<file path="config.mk">
export PLATFORM = sky130hd
export DESIGN_NAME = spi_pp_rx
export DESIGN_NICKNAME = d
export VERILOG_FILES = /design/src/rtl/spi_pp_pkg.sv /design/src/rtl/spi_sync2.sv /design/src/rtl/spi_pp_rx.sv
export SDC_FILE = /design/constraint.sdc
export NUM_CORES = 1
export LEC_CHECK = 0
export CORE_UTILIZATION = 45
export DETAILED_ROUTE_END_ITERATION = 6
export GPL_TIMING_DRIVEN = 0
export PLACE_DENSITY = 0.67
export SYNTH_ARGS = -nofsm -noshare
export SYNTH_HDL_FRONTEND = slang
export SYNTH_HIERARCHICAL = 1
export SYNTH_SLANG_ARGS = --single-unit
</file>
<file path="constraint.sdc">
create_clock -name clk -period 2.5 [get_ports clk]
set_input_delay 0.25 -clock clk [delete_from_list [all_inputs] [get_ports clk]]
set_output_delay 0.25 -clock clk [all_outputs]
set_load 0.02 [all_outputs]
</file>
<file path="src/rtl/spi_pp_pkg.sv">
// rtl/spi_pp_pkg.sv - shared constants and types for the SPI ping-pong receiver
//
// Purpose: byte width, bank count, default bank depth and the bank FSM state
//          type used by spi_pp_rx.
// Ports:   none (package).

package spi_pp_pkg;

   localparam int BYTE_W        = 8;
   localparam int NUM_BANKS     = 2;
   localparam int DEFAULT_DEPTH = 256;
   localparam int BIT_CNT_W     = $clog2(BYTE_W);

   // ST_FILL: bytes are written into cur_bank.
   // ST_WAIT_FREE: both banks are owned by the reader; completed bytes are dropped.
   typedef enum logic {
      ST_FILL      = 1'b0,
      ST_WAIT_FREE = 1'b1
   } bank_state_t;

endpackage

</file>
<file path="src/rtl/spi_sync2.sv">
// rtl/spi_sync2.sv - two-flop synchronizer for one asynchronous input bit
//
// Purpose: brings an asynchronous level into the clk domain.
// Ports:
//   clk   in   system clock
//   rst_n in   asynchronous active-low reset, clears both stages
//   d     in   asynchronous input
//   q     out  synchronized output (stage 2)

module spi_sync2 (
   input  logic clk,
   input  logic rst_n,
   input  logic d,
   output logic q
);

   logic meta;

   always_ff @(posedge clk or negedge rst_n) begin
      if (!rst_n) begin
         meta <= 1'b0;
         q    <= 1'b0;
      end else begin
         meta <= d;
         q    <= meta;
      end
   end

endmodule

</file>
<file path="src/rtl/spi_pp_rx.sv">
// rtl/spi_pp_rx.sv - SPI mode-0 slave receiver writing bytes into ping-pong RAM banks
//
// Purpose: deserializes MOSI bytes (MSB first) and writes them into one of two
//          RAM banks of DEPTH bytes. A full bank is handed to the reader with a
//          bank_ready pulse; the reader gives it back with rd_done. When both
//          banks are owned by the reader, completed bytes are dropped and the
//          sticky overflow flag is set.
// Configuration: define SPI_RX_PARTIAL_FLUSH_EN to also hand over a partially
//          filled bank when chip select is released.
// Ports:
//   clk        in   system clock
//   rst_n      in   asynchronous active-low reset
//   sck        in   SPI clock (async), sampled on its rising edge
//   cs_n       in   SPI chip select (async), active low
//   mosi       in   SPI data (async), MSB first
//   wr_en      out  one-cycle RAM write strobe
//   wr_addr    out  {bank, byte index}
//   wr_data    out  received byte
//   bank_ready out  one-cycle pulse, bank handed to reader
//   ready_bank out  bank index qualified by bank_ready
//   ready_len  out  byte count qualified by bank_ready (1..DEPTH)
//   rd_done    in   one-cycle pulse, reader releases rd_bank
//   rd_bank    in   bank index qualified by rd_done
//   overflow   out  sticky, a byte was dropped for lack of a free bank

module spi_pp_rx
   import spi_pp_pkg::*;
#(
   parameter int DEPTH = DEFAULT_DEPTH,
   parameter int AW    = $clog2(DEPTH)
) (
   input  logic          clk,
   input  logic          rst_n,
   input  logic          sck,
   input  logic          cs_n,
   input  logic          mosi,
   output logic          wr_en,
   output logic [AW:0]   wr_addr,
   output logic [7:0]    wr_data,
   output logic          bank_ready,
   output logic          ready_bank,
   output logic [AW:0]   ready_len,
   input  logic          rd_done,
   input  logic          rd_bank,
   output logic          overflow
);

   localparam logic [AW:0] FULL = (AW+1)'(DEPTH);

   // ---------------------------------------------------------------
   // Synchronizers
   // ---------------------------------------------------------------
   logic sck_s, cs_s, mosi_s;

   spi_sync2 u_sync_sck  (.clk(clk), .rst_n(rst_n), .d(sck),  .q(sck_s));
   spi_sync2 u_sync_cs   (.clk(clk), .rst_n(rst_n), .d(cs_n), .q(cs_s));
   spi_sync2 u_sync_mosi (.clk(clk), .rst_n(rst_n), .d(mosi), .q(mosi_s));

   // ---------------------------------------------------------------
   // Bit capture and byte assembly
   // ---------------------------------------------------------------
   // The edge, its data bit and the chip-select level are registered together
   // so they stay aligned: all three travelled through identical synchronizers.
   logic                  sck_d;
   logic                  rise_q;
   logic                  bit_q;
   logic                  cs_low_q;
   logic [BYTE_W-2:0]     shift;
   logic [BIT_CNT_W-1:0]  bit_cnt;
   logic                  byte_valid;
   logic [BYTE_W-1:0]     byte_q;

   always_ff @(posedge clk or negedge rst_n) begin
      if (!rst_n) begin
         sck_d      <= 1'b0;
         rise_q     <= 1'b0;
         bit_q      <= 1'b0;
         cs_low_q   <= 1'b0;
         shift      <= '0;
         bit_cnt    <= '0;
         byte_valid <= 1'b0;
         byte_q     <= '0;
      end else begin
         sck_d      <= sck_s;
         rise_q     <= sck_s & ~sck_d;
         bit_q      <= mosi_s;
         cs_low_q   <= ~cs_s;
         byte_valid <= 1'b0;
         if (rise_q && cs_low_q) begin
            shift   <= {shift[BYTE_W-3:0], bit_q};
            bit_cnt <= bit_cnt + 1'b1;
            if (bit_cnt == BIT_CNT_W'(BYTE_W - 1)) begin
               byte_valid <= 1'b1;
               byte_q     <= {shift, bit_q};
            end
         end else if (!cs_low_q) begin
            // deselected: any partial byte is abandoned
            shift   <= '0;
            bit_cnt <= '0;
         end
      end
   end

   // ---------------------------------------------------------------
   // Chip-select release request (partial flush)
   // ---------------------------------------------------------------
   logic flush;

`ifdef SPI_RX_PARTIAL_FLUSH_EN
   logic cs_d;
   logic cs_rise_q;
   logic flush_q;

   // Two register stages so the request lines up with byte_valid; a byte that
   // completes together with deselect is then written before the flush.
   always_ff @(posedge clk or negedge rst_n) begin
      if (!rst_n) begin
         cs_d      <= 1'b0;
         cs_rise_q <= 1'b0;
         flush_q   <= 1'b0;
      end else begin
         cs_d      <= cs_s;
         cs_rise_q <= cs_s & ~cs_d;
         flush_q   <= cs_rise_q;
      end
   end

   assign flush = flush_q;
`else
   assign flush = 1'b0;
`endif

   // ---------------------------------------------------------------
   // Bank FSM
   // ---------------------------------------------------------------
   bank_state_t            state, nxt_state;
   logic [AW:0]            fill, nxt_fill, fill_inc;
   logic                   cur_bank, nxt_cur;
   logic [NUM_BANKS-1:0]   owned, nxt_owned;
   logic                   nxt_overflow;
   logic                   nxt_wr_en;
   logic [AW:0]            nxt_wr_addr;
   logic [7:0]             nxt_wr_data;
   logic                   nxt_bank_ready;
   logic                   nxt_ready_bank;
   logic [AW:0]            nxt_ready_len;
   logic                   other_bank;

   assign other_bank = ~cur_bank;

   always_ff @(posedge clk or negedge rst_n) begin
      if (!rst_n) begin
         state      <= ST_FILL;
         fill       <= '0;
         cur_bank   <= 1'b0;
         owned      <= '0;
         overflow   <= 1'b0;
         wr_en      <= 1'b0;
         wr_addr    <= '0;
         wr_data    <= '0;
         bank_ready <= 1'b0;
         ready_bank <= 1'b0;
         ready_len  <= '0;
      end else begin
         state      <= nxt_state;
         fill       <= nxt_fill;
         cur_bank   <= nxt_cur;
         owned      <= nxt_owned;
         overflow   <= nxt_overflow;
         wr_en      <= nxt_wr_en;
         wr_addr    <= nxt_wr_addr;
         wr_data    <= nxt_wr_data;
         bank_ready <= nxt_bank_ready;
         ready_bank <= nxt_ready_bank;
         ready_len  <= nxt_ready_len;
      end
   end

   always_comb begin
      nxt_state      = state;
      nxt_fill       = fill;
      nxt_cur        = cur_bank;
      nxt_owned      = owned;
      nxt_overflow   = overflow;
      nxt_wr_en      = 1'b0;
      nxt_wr_addr    = wr_addr;
      nxt_wr_data    = wr_data;
      nxt_bank_ready = 1'b0;
      nxt_ready_bank = ready_bank;
      nxt_ready_len  = ready_len;
      fill_inc       = fill;

      // Release is applied first so a bank freed in the same cycle as a
      // handover is already seen as free when choosing the next state.
      if (rd_done && owned[rd_bank]) begin
         nxt_owned[rd_bank] = 1'b0;
      end

      case (state)
         ST_FILL: begin
            if (byte_valid) begin
               nxt_wr_en   = 1'b1;
               nxt_wr_addr = {cur_bank, fill[AW-1:0]};
               nxt_wr_data = byte_q;
               fill_inc    = fill + 1'b1;
            end
            if ((fill_inc == FULL) || (flush && (fill_inc != '0))) begin
               nxt_bank_ready      = 1'b1;
               nxt_ready_bank      = cur_bank;
               nxt_ready_len       = fill_inc;
               nxt_owned[cur_bank] = 1'b1;
               nxt_fill            = '0;
               nxt_cur             = other_bank;
               nxt_state           = nxt_owned[other_bank] ? ST_WAIT_FREE : ST_FILL;
            end else begin
               nxt_fill = fill_inc;
            end
         end
         ST_WAIT_FREE: begin
            if (byte_valid) begin
               nxt_overflow = 1'b1;
            end
            // cur_bank already points at the bank being waited for
            if (rd_done && owned[rd_bank] && (rd_bank == cur_bank)) begin
               nxt_state = ST_FILL;
               nxt_fill  = '0;
            end
         end
         default: nxt_state = ST_FILL;
      endcase
   end

endmodule
</file>
Word level (Yosys, flattened, before mapping)
Cells that the tools add are included.
{ "word_totals": {"ff_bits": 72, "inputBits": 7, "output_inout_bits": 30, "elab_cells": 84} }
{ "op_classes": {"add_sub_neg": 2, "order_cmp": 5, "eq_ne": 5, "mux": 30, "bitwise": 8, "reduce_logical": 9} }
{ "ops": {"columns": ["cell", "n"], "rows": [
  ["$mux W9", 4],
  ["$pmux W9 S2", 1],
  ["$mux W1", 15],
  ["$mux W7", 2],
  ["$add A9 B1 Y9 const B", 1],
  ["$eq A9 B9 Y1 const B", 1],
  ["$reduce_and A2 Y1", 4],
  ["$lt A1 B2 Y1 const B", 3],
  ["$mux W2", 3],
  ["$mux W3", 2],
  ["$logic_and A1 B1 Y1", 5],
  ["$ne A2 B1 Y1 const B", 2],
  ["$not A1 Y1", 4],
  ["$add A3 B1 Y3 const B", 1],
  ["$eq A3 B3 Y1 const B", 1],
  ["$and A2 B2 Y2", 1],
  ["$demux W1 S1", 2],
  ["$ge A1 B1 Y1 const B", 2],
  ["$not A2 Y2", 1],
  ["$or A2 B2 Y2", 1],
  ["$pmux W1 S2", 1],
  ["$and A1 B1 Y1", 1],
  ["$eq A1 B1 Y1", 1]
]} }

Depth between registers and ports, before layout
Gate-level depths: netlist of the first run.
{ "logic_depth": {"ltp_word": 13, "mapped_depth": 7, "depth_no_buf": 6} }

By module
Netlist of the first run, hierarchy kept.
{ "by_module_without_submodules": {"columns": ["module", "n_inst", "cells_per_inst", "area_each_um2", "seq_area_each_um2"], "rows": [
  ["spi_pp_rx", 1, 244, 2786.4, 1651.6],
  ["spi_sync2", 3, 2, 50.0, 50.0]
]} }

Least setup slack after synthesis of the first run
OpenSTA, ideal clock, no wires.
{ "synth_path": {"path_kind": "flip-flop to flip-flop", "from": "register fill[0]", "to": "register ready_bank", "setup_ps": 125, "arrival_time_ps": 1683, "required_time_ps": 2375, "path_slack_ps": 692, "path_stages_with_launch": 7, "path_buffers": 0, "period_less_slack_ps": 1808, "cell_sequence": "dfrtp_1 -> ha_1 -> nand4_1 -> or3_1 -> a21oi_2 -> o211ai_4 -> mux2_4"} }
{ "synth_between": {"elab_chain_cells": 5} }
{ "synth_lines": {"columns": ["item", "line", "rtl"], "rows": [
  ["start, declared", "spi_pp_rx.sv:137", "logic [AW:0] fill, nxt_fill, fill_inc;"],
  ["start signal, assigned", "spi_pp_rx.sv:166", "fill <= nxt_fill;"],
  ["$add A9 B1 Y9", "spi_pp_rx.sv:205", "fill_inc = fill + 1'b1;"],
  ["$mux W9 *", "spi_pp_rx.sv:201", "if (byte_valid) begin"],
  ["$mux W9 *", "spi_pp_rx.sv:199", "case (state)"],
  ["$eq A9 B9 Y1 *", "spi_pp_rx.sv:207", "if ((fill_inc == FULL) || (flush && (fill_inc != '0))) begin"],
  ["$reduce_and A2 Y1 (no line) *", null, null],
  ["end signal, assigned", "spi_pp_rx.sv:174", "ready_bank <= nxt_ready_bank;"],
  ["end, declared", "spi_pp_rx.sv:41", "output logic ready_bank,"]
]} }
Every way passes the cells marked *; elsewhere a longest branch is shown, timed or not. The select of a mux whose other input is x is not followed.
A chain may end at the register's enable or synchronous reset.

Final worst setup path of the first run
{ "layout_path": {"from": "register fill[0]", "to": "register ready_len[7]"} }
{ "layout_between": {"elab_chain_cells": 5} }
{ "layout_lines": {"columns": ["item", "line", "rtl"], "rows": [
  ["$add A9 B1 Y9", "spi_pp_rx.sv:205", null],
  ["$mux W9 *", "spi_pp_rx.sv:201", null],
  ["$mux W9 *", "spi_pp_rx.sv:199", null],
  ["$eq A9 B9 Y1", "spi_pp_rx.sv:207", null],
  ["$reduce_and A2 Y1 (no line)", null, null],
  ["end signal, assigned", "spi_pp_rx.sv:175", "ready_len <= nxt_ready_len;"],
  ["end, declared", "spi_pp_rx.sv:42", "output logic [AW:0] ready_len,"]
]} }
Marked as above.

==> impl_metrics.tcl, run 1 <==
set metrics [dict create \
    status "finished, violations left" \
    violations "negative hold slack" \
    ys_types 49 \
    n_fill_cell 550 \
    synth_top_family_by_area "simple AND/OR/NAND/NOR gates" \
    rsz0062_at_grt "false" \
    synth-simple-area-share_pct 17.4 \
    layout_common_cells "dfrtp_1 (72), nand2_1 (61), clkdlybuf4s50_1 (35)" \
    async_reset_ff_share_pct 100 \
    ys_warn_count 6 \
    power_density_mw_per_mm2 652 \
    crit_type "reg -> reg" \
    drt_iter0_drc 58 \
    tritoncts "yes" \
    fin_ws_ns 0.472 \
    synth_nets 260 \
    dr.pass1.iters 4 \
    cts_resized 0 \
    cp-end-kind "flip-flop" \
    num_vias 1898 \
    first_global_vias 1755 \
    antenna_cells 0 \
    vdd_drop_max_mv 0.397 \
    synthXorXnorAreaFrac_pct 1.79 \
    cts.path.max_buffers 2 \
    tightest_slew_ns 0.882 \
    synth_compound_area_share_pct 6.99 \
    antenna_found_initial 0 \
    drive_gt1_share_pct 17.2 \
    clk_latency_ns 0.35 \
    crit_required_ns 2.75 \
    ant_nets 0 \
    path_clk_slew_ns 0.08 \
    synth_top_cell_by_area "dfrtp_1" \
    grt_max_degree 73 \
    maxCapViolCount 0 \
    slew_viol_final 0 \
    synth_top_area_share_pct 61.4 \
    rows 29 \
    worstHoldPathType "in -> async" \
    ys_ff_latch 72 \
    numCtsBuffers 9 \
    cts-htree-levels 3 \
    core_mm2 0.00631 \
    wl_per_cell_um 13.1 \
    gp_congestion 0.794 \
    cts_sinks 72 \
    dp.final_hpwl_um 3210 \
    leakagePower_nw 1.71 \
    critPathMaxFanout 10 \
    fin_util_pct 57.7 \
    synth-edff-count 0 \
    clock-root-buffer "clkbuf_8" \
    grt_first_pass_wirelength_um 8300 \
    mostFrequentLayoutCell "dfrtp_1" \
    finalCriticalPeriod_ns 2.03 \
    arrival_ns 2.27 \
    netlist_instances 250 \
    syn_avg_cell_area_um2 11.7 \
    nets 307 \
    relSlewSlack_pct 41.2 \
    dieArea_mm2 0.00685 \
    io-pin-count 37 \
    drc 0 \
    overflow 0 \
    track_usage_pct 16.6 \
    setup.worst_path.start_class "flip-flop" \
    initial_core_util_pct 46.5 \
    min_period_over_period_pct 81.1 \
    vias_per_cell 5.01 \
    fin_skew_ns 0.00601 \
    post-place-ws_ns 0.474 \
    synth_area_leaders "dfrtp_1 (61%), nand2_1 (7.8%), mux2_2 (3.8%)" \
    fp.dieW_um 82.8 \
    hold_viol_final 11 \
    hold_buffers 0 \
    die_y_um 82.8 \
    wirelength_um 4960 \
    cts_setup_buffers 0 \
    port_buffers 36 \
    synth_fa_ha_area_share_pct 1.28 \
    synth.area.mux_share_pct 7.75 \
    fin_hold_ws_ns -0.00705 \
    area_growth_pct 24.0 \
    setup_viol 0 \
    yosysSeqAreaShare_pct 61.4 \
    ys.flop_type "dfrtp_1" \
    synth.cell_area_mm2 0.00294 \
    max_freq_ghz 0.493 \
]
## metrics by stage
| step | setup TNS [ns] | cell area [µm²] | total power, mW | std cells | hold WS (ns) |
|---|---|---|---|---|---|
| floorplan | 0 | 2940 | 1.22 | 250 | -0.0456 |
| global placement | -92.02 | 3390 | 1.26 | 363 | 0.334 |
| detailed placement | 0 | 3390 | 1.26 | 363 | 0.337 |
| CTS | 0 | 3640 | 2.40 | 379 | 0.0440 |
| global route | 0 | 3640 | 2.46 | 379 | 0.0878 |
| finish | 0 | 3640 | 2.37 | 379 | -0.00705 |
## registers in the layout (all words and copies together) (netlist names), 2 cells and up
signal,flops
byte_q,8
fill,9
wr_data,8
bit_cnt,3
shift,7
wr_addr,9
owned,2
ready_len,9
## critical path, cell delays in order (launching register included)
cell	delay, ns
dfrtp_1	0.46
ha_1	0.28
nand4_1	0.15
or3_1	0.36
a21oi_2	0.22
o211ai_4	0.14
buf_6	0.17
and2_4	0.15
## where the power goes
part / total (mW) / internal, mW / switching [mW]
clock network: 1.14 / 0.675 / 0.469
registers: 1.18 / 1.17 / 0.00515
logic: 0.0492 / 0.0176 / 0.0316
total: 2.37 / 1.87 / 0.505
## cells by family after synthesis
family,Yosys count
XOR/XNOR,6
AO/OA/AOI/OAI,26
buffers and inverters,19
multiplexers,21
AND/OR/NAND/NOR,103
adder cells (fa/ha/maj),3
flip-flops,72
## path summary, 6_finish.rpt
check	start	cells past startpoint	endpoint	slack, ns
worst max-delay path	fill[0]$_DFFE_PN0P_	7	ready_len[7]$_DFFE_PN0P_	0.47
worst min-delay path	rst_n	1	ready_len[2]$_DFFE_PN0P_	-0.007
worst max register to register	fill[0]$_DFFE_PN0P_	7	ready_len[7]$_DFFE_PN0P_	0.47
worst min register to register	u_sync_sck/meta$_DFF_PN0_	0	u_sync_sck/q$_DFF_PN0_	0.35
max in group asynchronous	rst_n	1	wr_data[1]$_DFFE_PN0P_	1.90
min in group clk	mosi	1	u_sync_mosi/meta$_DFF_PN0_	0.33
## synth_stat cells (2+ instances only)
library cell,count
a31oi_1,2
and2_1,2
and2_2,3
and2_4,5
buf_2,3
buf_6,3
clkbuf_1,4
dfrtp_1,72
ha_1,3
inv_1,6
mux2_2,10
mux2i_1,10
nand2_1,61
nand3_1,2
nand4_1,2
nor2_1,6
nor2b_1,10
o21ai_0,10
or3_1,2
xnor2_1,5
## final cells by class
type                    instances  area, µm²  area share (%)
clock buffers                   9        124            3.40
clock inverters                 7        126            3.47
repair buffers                 36        358            9.83
flip-flops and latches         72       1800            49.5
inverters                       7       26.3           0.722
multi-input cells             159       1030            28.4
well taps                      77       96.3            2.65
plain buffers                  12       75.1            2.06
## routing by layer
| metal | wire length, µm | up-vias | global-route usage [%] |
|---|---|---|---|
| met4 | 122 | 0 | 10.3 |
| met2 | 2380 | 29 | 25.7 |
| met1 | 2320 | 938 | 21.2 |
| li1 | - | 921 | - |
| met3 | 138 | 10 | 3.61 |
| met5 | 0 | - | 0 |
Note: power is estimated with default switching activity, not from simulation.
==> run 2: changes to the inputs <==
==> constraint.sdc (replaced) <==
create_clock -name clk -period 1.9 [get_ports clk]
set_input_delay 0.19 -clock clk [delete_from_list [all_inputs] [get_ports clk]]
set_output_delay 0.19 -clock clk [all_outputs]
set_load 0.02 [all_outputs]
==> run 2 against run 1 <==
Against the previous run:
- the run now ends clean
- combinational power up 35%
- routed wire length up 0.44%
- clock power up 32%
- critical path depth down 1
- first-iteration DRC count up 22%
- cell count up 0.79%
- final area up 1.5%
- count of clock-buffer cells in the layout unchanged
- via count up 0.58%
- critical path type unchanged
- largest power group unchanged
==> impl_metrics.tcl, run 2 (synthesized netlist as in run 1, its figures left out) <==
set metrics [dict create \
    status "complete, no violations" \
    n_fill_cell 543 \
    mostFrequentLayoutCell "dfrtp_1" \
    wl_met1_um 2350 \
    cp_cell_sequence "buf_6 > and4_4 > or3_4 > a31oi_4 > o211ai_4 > mux2_4" \
    layout_common_cells "dfrtp_1 (70), nand2_1 (61), clkdlybuf4s50_1 (35)" \
    fin_skew_ns 0.00566 \
    setup_viol 0 \
    slew_viol_final 0 \
    ff2ff_setup_slack_ns 0.06 \
    ant_nets 0 \
    port_buffers 36 \
    cp_slowest_cell "dfrtp_1" \
    relSlewSlack_pct 41.1 \
    power_mw 3.12 \
    hold_path.startpoint "mosi" \
    io-pin-count 37 \
    drt_iter0_drc 71 \
    crit_type "reg -> reg" \
    seq_area_mm2 0.00180 \
    finalCriticalPeriod_ns 1.84 \
    area_growth_pct 25.8 \
    cts_sinks 72 \
    core_mm2 0.00631 \
    max_freq_ghz 0.542 \
    dieArea_mm2 0.00685 \
    drc 0 \
    antenna_found_initial 0 \
    vias_per_cell 5.00 \
    tightest_slew_ns 0.884 \
    nets 310 \
    maxCapViolCount 0 \
    overflow 0 \
    fin_util_pct 58.5 \
    top_regs "fill: 9 flops, ready_len: 9 flops, wr_addr: 9 flops" \
    path_clk_slew_ns 0.08 \
    numCtsBuffers 9 \
    whs_path_depth 1 \
    hold_viol_final 0 \
    min_period_over_period_pct 97.0 \
    route.met2.wl_um 2380 \
    worst_hold_path.endpoint "u_sync_mosi/meta$_DFF_PN0_" \
    clock-root-buffer "clkbuf_8" \
    regToRegEndpoint "ready_bank$_DFFE_PN0P_" \
    max_stage_delay_ns 0.38 \
    tritoncts "yes" \
    power_density_mw_per_mm2 845 \
    vdd_drop_max_mv 0.522 \
    top_layer_used "met4" \
    gp_congestion 0.794 \
    arrival_ns 2.08 \
    cts.path.max_buffers 2 \
    leakagePower_nw 1.72 \
    r2r_cells 6 \
    setup.worst_path.start_class "flip-flop" \
    antenna_cells 0 \
    timing.rr.start "fill[2]$_DFFE_PN0P_" \
    fp.dieW_um 82.8 \
    crit_buf_inv 1 \
    drive_gt1_share_pct 19.7 \
    cts-htree-levels 3 \
    wl_per_cell_um 13.0 \
    cpLargestDelayFamily "simple AND/OR/NAND/NOR gates" \
    dr.pass1.iters 4 \
    grt_first_pass_wirelength_um 8340 \
    die_y_um 82.8 \
    crit_required_ns 2.14 \
    first_global_vias 1774 \
    worstHoldPathType "in -> reg" \
    multi_input_area_mm2 0.00106 \
    initial_core_util_pct 46.5 \
    wl_met3_um 131 \
    track_usage_pct 16.7 \
    grt_max_degree 73 \
    wirelength_um 4980 \
    path_depth 6 \
    dp.final_hpwl_um 3210 \
    critPathMaxFanout 9 \
    num_vias 1909 \
    rows 29 \
    clk_latency_ns 0.35 \
    cp-end-kind "flip-flop" \
]
## run 2: cell count changes in the layout (fill, tap and decap cells not counted)
cell	change
nor2_1	-1
a41oi_2	+1
buf_4	+2
a41oi_1	-1
mux2i_1	-1
dfrtp_1	-2
nor2_2	+1
ha_4	+1
mux2i_2	+1
dfrtp_2	+2
dlygate4sd3_1	+1
ha_1	-1
## run 2: power breakdown
part	switching [mW]	internal, mW	total (mW)
sequential	0.00677	1.55	1.55
clock	0.617	0.888	1.51
combinational	0.0418	0.0246	0.0664
## run 2: per-stage QoR
stage          setup WS [ns]  cell area [µm²]  hold WS, ns  cells  setup TNS [ns]
3_3_place_gp           -1.82             3390        0.334    363         -131.23
2_1_floorplan         0.0921             2940       -0.106    250               0
4_1_cts               0.0399             3680        0.256    382               0
6_report              0.0565             3690        0.273    382               0
3_5_place_dp          -0.126             3390        0.337    363           -1.01
5_1_grt             -0.00412             3690        0.261    382        -0.00412
## run 2: timing repair
item | in CTS | in global routing
hold buffers | 1 | 0
buffers inserted | 2 | 0
hold endpoints to repair | 61 | 0
pin swaps | 1 | 2
setup endpoints to repair | 13 | 7
gates resized for setup | 4 | 3
## run 2: area by class of cell
| type | count | area share, % |
|---|---|---|
| Buffer | 12 | 2.03 |
| Clock buffer | 9 | 3.35 |
| Clock inverter | 7 | 3.42 |
| Inverter | 7 | 0.711 |
| Multi-Input combinational cell | 159 | 28.7 |
| Sequential cell | 72 | 48.8 |
| Tap cell | 77 | 2.61 |
| Timing Repair Buffer | 39 | 10.4 |
## run 2: worst max path at each step
| stage | start | endpoint |
|---|---|---|
| 2_1_floorplan | fill[0]$_DFFE_PN0P_ | ready_bank$_DFFE_PN0P_ |
| 3_3_place_gp | rst_n | shift[2]$_DFFE_PN0P_ |
| 3_5_place_dp | fill[0]$_DFFE_PN0P_ | ready_len[7]$_DFFE_PN0P_ |
| 4_1_cts | fill[2]$_DFFE_PN0P_ | ready_len[7]$_DFFE_PN0P_ |
| 5_1_grt | fill[0]$_DFFE_PN0P_ | ready_bank$_DFFE_PN0P_ |
| 6_report | fill[2]$_DFFE_PN0P_ | ready_bank$_DFFE_PN0P_ |
## run 2: metal layers
metal | vias up | global-route usage, %
met2 | 29 | 25.9
met1 | 940 | 21.2
li1 | 930 | -
met4 | 0 | 10.3
met3 | 10 | 3.61
met5 | - | 0
==> run 3: changes to the inputs <==
--- a/config.mk
+++ b/config.mk
@@ -11,5 +11,4 @@
 export PLACE_DENSITY = 0.67
 export SYNTH_ARGS = -nofsm -noshare
 export SYNTH_HDL_FRONTEND = slang
-export SYNTH_HIERARCHICAL = 1
 export SYNTH_SLANG_ARGS = --single-unit
==> run 3 against run 2 <==
Against the previous run:
- the flow now finishes with violations (negative hold slack)
- power is 12% lower
- first-iteration DRC count grew 130%
- die area fell by 1.5%
- final area down 0.51%
- critical path type unchanged
==> impl_metrics.tcl, run 3 <==
set metrics [dict create \
    grt_first_pass_wirelength_um 8380 \
    fin_ws_ns 0.0215 \
    grt_max_degree 73 \
    cts-htree-levels 3 \
    dr.pass1.iters 4 \
    drive_gt1_share_pct 20.1 \
    ys_ff_latch 72 \
    rows 28 \
    path_clk_slew_ns 0.07 \
    die_y_um 82.1 \
    cp_slowest_cell "dfrtp_2" \
    drt_iter0_drc 165 \
    numCtsBuffers 9 \
    r2r_cells 6 \
    regToRegEndpoint "ready_bank$_DFFE_PN0P_" \
    hold_viol_final 40 \
    slew_viol_final 0 \
    max_freq_ghz 0.532 \
    crit_buf_inv 1 \
    critPathMaxFanout 7 \
    top_regs "fill: 9 flops, ready_len: 9 flops, wr_addr: 9 flops" \
    cts.path.max_buffers 2 \
    clock-root-buffer "clkbuf_8" \
    nets 319 \
    core_mm2 0.00606 \
    crit_type "reg -> reg" \
    mostFrequentLayoutCell "dfrtp_1" \
    cts_sinks 72 \
    overflow 0 \
    antenna_cells 0 \
    cp_cell_sequence "and4_1 > buf_6 > or3_4 > a2bb2oi_4 > o211ai_4 > mux2_4" \
    cpLargestDelayFamily "simple AND/OR/NAND/NOR gates" \
    worstSetupEndpoint "ready_bank$_DFFE_PN0P_" \
    crit_required_ns 2.13 \
    synth-edff-count 0 \
    syn_avg_cell_area_um2 11.6 \
    timing.rr.start "fill[1]$_DFFE_PN0P_" \
    synth.cell_area_mm2 0.00289 \
    ff2ff_setup_slack_ns 0.02 \
    tightest_slew_ns 0.881 \
    gp_congestion 0.769 \
    leakagePower_nw 1.73 \
    worstHoldPathType "in -> async" \
    wl_per_cell_um 13.5 \
    track_usage_pct 17.1 \
    port_buffers 36 \
    setup_viol 0 \
    synth_common_cells "dfrtp_1 (72), nand2_1 (63), o21ai_0 (13)" \
    yosys.cell_count.top_type "dfrtp_1" \
    vdd_drop_max_mv 0.445 \
    post-place-ws_ns -0.153 \
    tritoncts "yes" \
    antenna_found_initial 0 \
    dpl-instance-area_mm2 0.00335 \
    ys_warn_count 0 \
    startpoint "fill[1]$_DFFE_PN0P_" \
    netlist_instances 250 \
    status "finished, violations left" \
    arrival_ns 2.11 \
    vias_per_cell 4.98 \
    async_reset_ff_share_pct 100 \
    dp.final_hpwl_um 3160 \
    violations "negative hold slack" \
    fp.dieW_um 82.1 \
    synth_area_leaders "dfrtp_1 (62%), nand2_1 (8.2%), mux2_2 (3.9%)" \
    synth_nets 260 \
    yosysSeqAreaShare_pct 62.3 \
    dp.cells 361 \
    layout_common_cells "dfrtp_1 (68), nand2_1 (63), clkdlybuf4s50_1 (35), o21ai_0 (13), buf_4 (13)" \
    max_stage_delay_ns 0.44 \
    io-pin-count 37 \
    rsz0062_at_grt "true" \
    min_period_over_period_pct 98.9 \
    maxCapViolCount 0 \
    cp-end-kind "flip-flop" \
    ys_types 43 \
    num_vias 1938 \
    relSlewSlack_pct 41.3 \
    fin_skew_ns 0.00409 \
    clk_latency_ns 0.34 \
    instances_no_fill 389 \
    ant_nets 0 \
    synth_top_area_share_pct 62.3 \
    first_global_vias 1771 \
    area_growth_pct 27.2 \
    path_depth 6 \
    synth_top_cell_by_area "dfrtp_1" \
    ys.flop_type "dfrtp_1" \
    hold_buffers 0 \
    design_area_mm2 0.00368 \
    fin_hold_ws_ns -0.0515 \
    initial_core_util_pct 47.7 \
    power_density_mw_per_mm2 746 \
    dieArea_mm2 0.00675 \
    finalCriticalPeriod_ns 1.88 \
    setup.worst_path.start_class "flip-flop" \
    drc 0 \
    wirelength_um 5240 \
]
run 3: cell count changes in the layout (fill, tap and decap cells not counted), sizes merged, moves of 3 or more:
cell | before | now
nand3 | 2 | 5
o21ai | 12 | 15
bufinv | 3 | 0
xor2 | 1 | 5
inv | 8 | 4
buf | 11 | 18
clkbuf | 13 | 20
run 3: worst min path at each step:
stage,startpoint,endpoint,slack (ns),depth (start not counted)
4_1_cts,rst_n,fill[5]$_DFFE_PN0P_,0.008,1
3_3_place_gp,u_sync_mosi.meta$_DFF_PN0_,u_sync_mosi.q$_DFF_PN0_,0.33,0
5_1_grt,rst_n,fill[5]$_DFFE_PN0P_,0.03,1
2_1_floorplan,rst_n,bank_ready$_DFF_PN0_,-0.11,0
3_5_place_dp,u_sync_mosi.q$_DFF_PN0_,bit_q$_DFF_PN0_,0.34,0
6_report,rst_n,fill[5]$_DFFE_PN0P_,-0.05,1
run 3: power breakdown:
| part | internal, mW | switching (mW) | total [mW] |
|---|---|---|---|
| clock network | 0.581 | 0.541 | 1.12 |
| registers | 1.55 | 0.00676 | 1.55 |
| logic | 0.0235 | 0.0422 | 0.0657 |
run 3: what timing repair did:
action | 4_1_cts | 5_1_grt
resized for setup | 8 | 2
hold endpoints to repair | 0 | 0
setup endpoints to repair | 12 | 13
buffers inserted | 6 | 6
pin swaps | 3 | 3
cloned | 0 | 0
run 3: area by class of cell:
cell class | instances | area [µm²]
tap | 75 | 93.8
timing repair buffer | 48 | 448
clock buffer | 14 | 173
inverter | 5 | 18.8
multi-input combinational | 162 | 1060
clock inverter | 2 | 12.5
fill | 512 | 2380
sequential | 72 | 1810
buffer | 11 | 58.8
run 3: through the flow:
stage / util (%) / total power [mW] / TNS, ns
after floorplan: - / 1.60 / 0
after global placement: 55.4 / 1.65 / -132.23
after detailed placement: 55.3 / 1.65 / -1.23
after CTS: 59.7 / 2.77 / 0
after global routing: 60.7 / 2.85 / -0.225
final: 60.7 / 2.74 / 0
run 3: cell families after synthesis:
group / Yosys count / share of synthesized area, %
buf+inv: 16 / 2.68
flops: 72 / 62.3
xor+xnor: 8 / 2.42
simple gates: 106 / 17.9
fa+ha+maj: 3 / 1.30
mux: 21 / 7.88
compound gates: 24 / 5.50
run 3: per-layer routing:
| metal | global-route usage (%) | wire (µm) | vias up | part of all wire [%] |
|---|---|---|---|---|
| met5 | 0 | 0 | - | 0 |
| met4 | 8.42 | 89 | 0 | 1.7 |
| met3 | 3.96 | 212 | 11 | 4.0 |
| met2 | 25.8 | 2450 | 43 | 47 |
| met1 | 23.2 | 2490 | 946 | 47 |
| li1 | - | - | 938 | - |
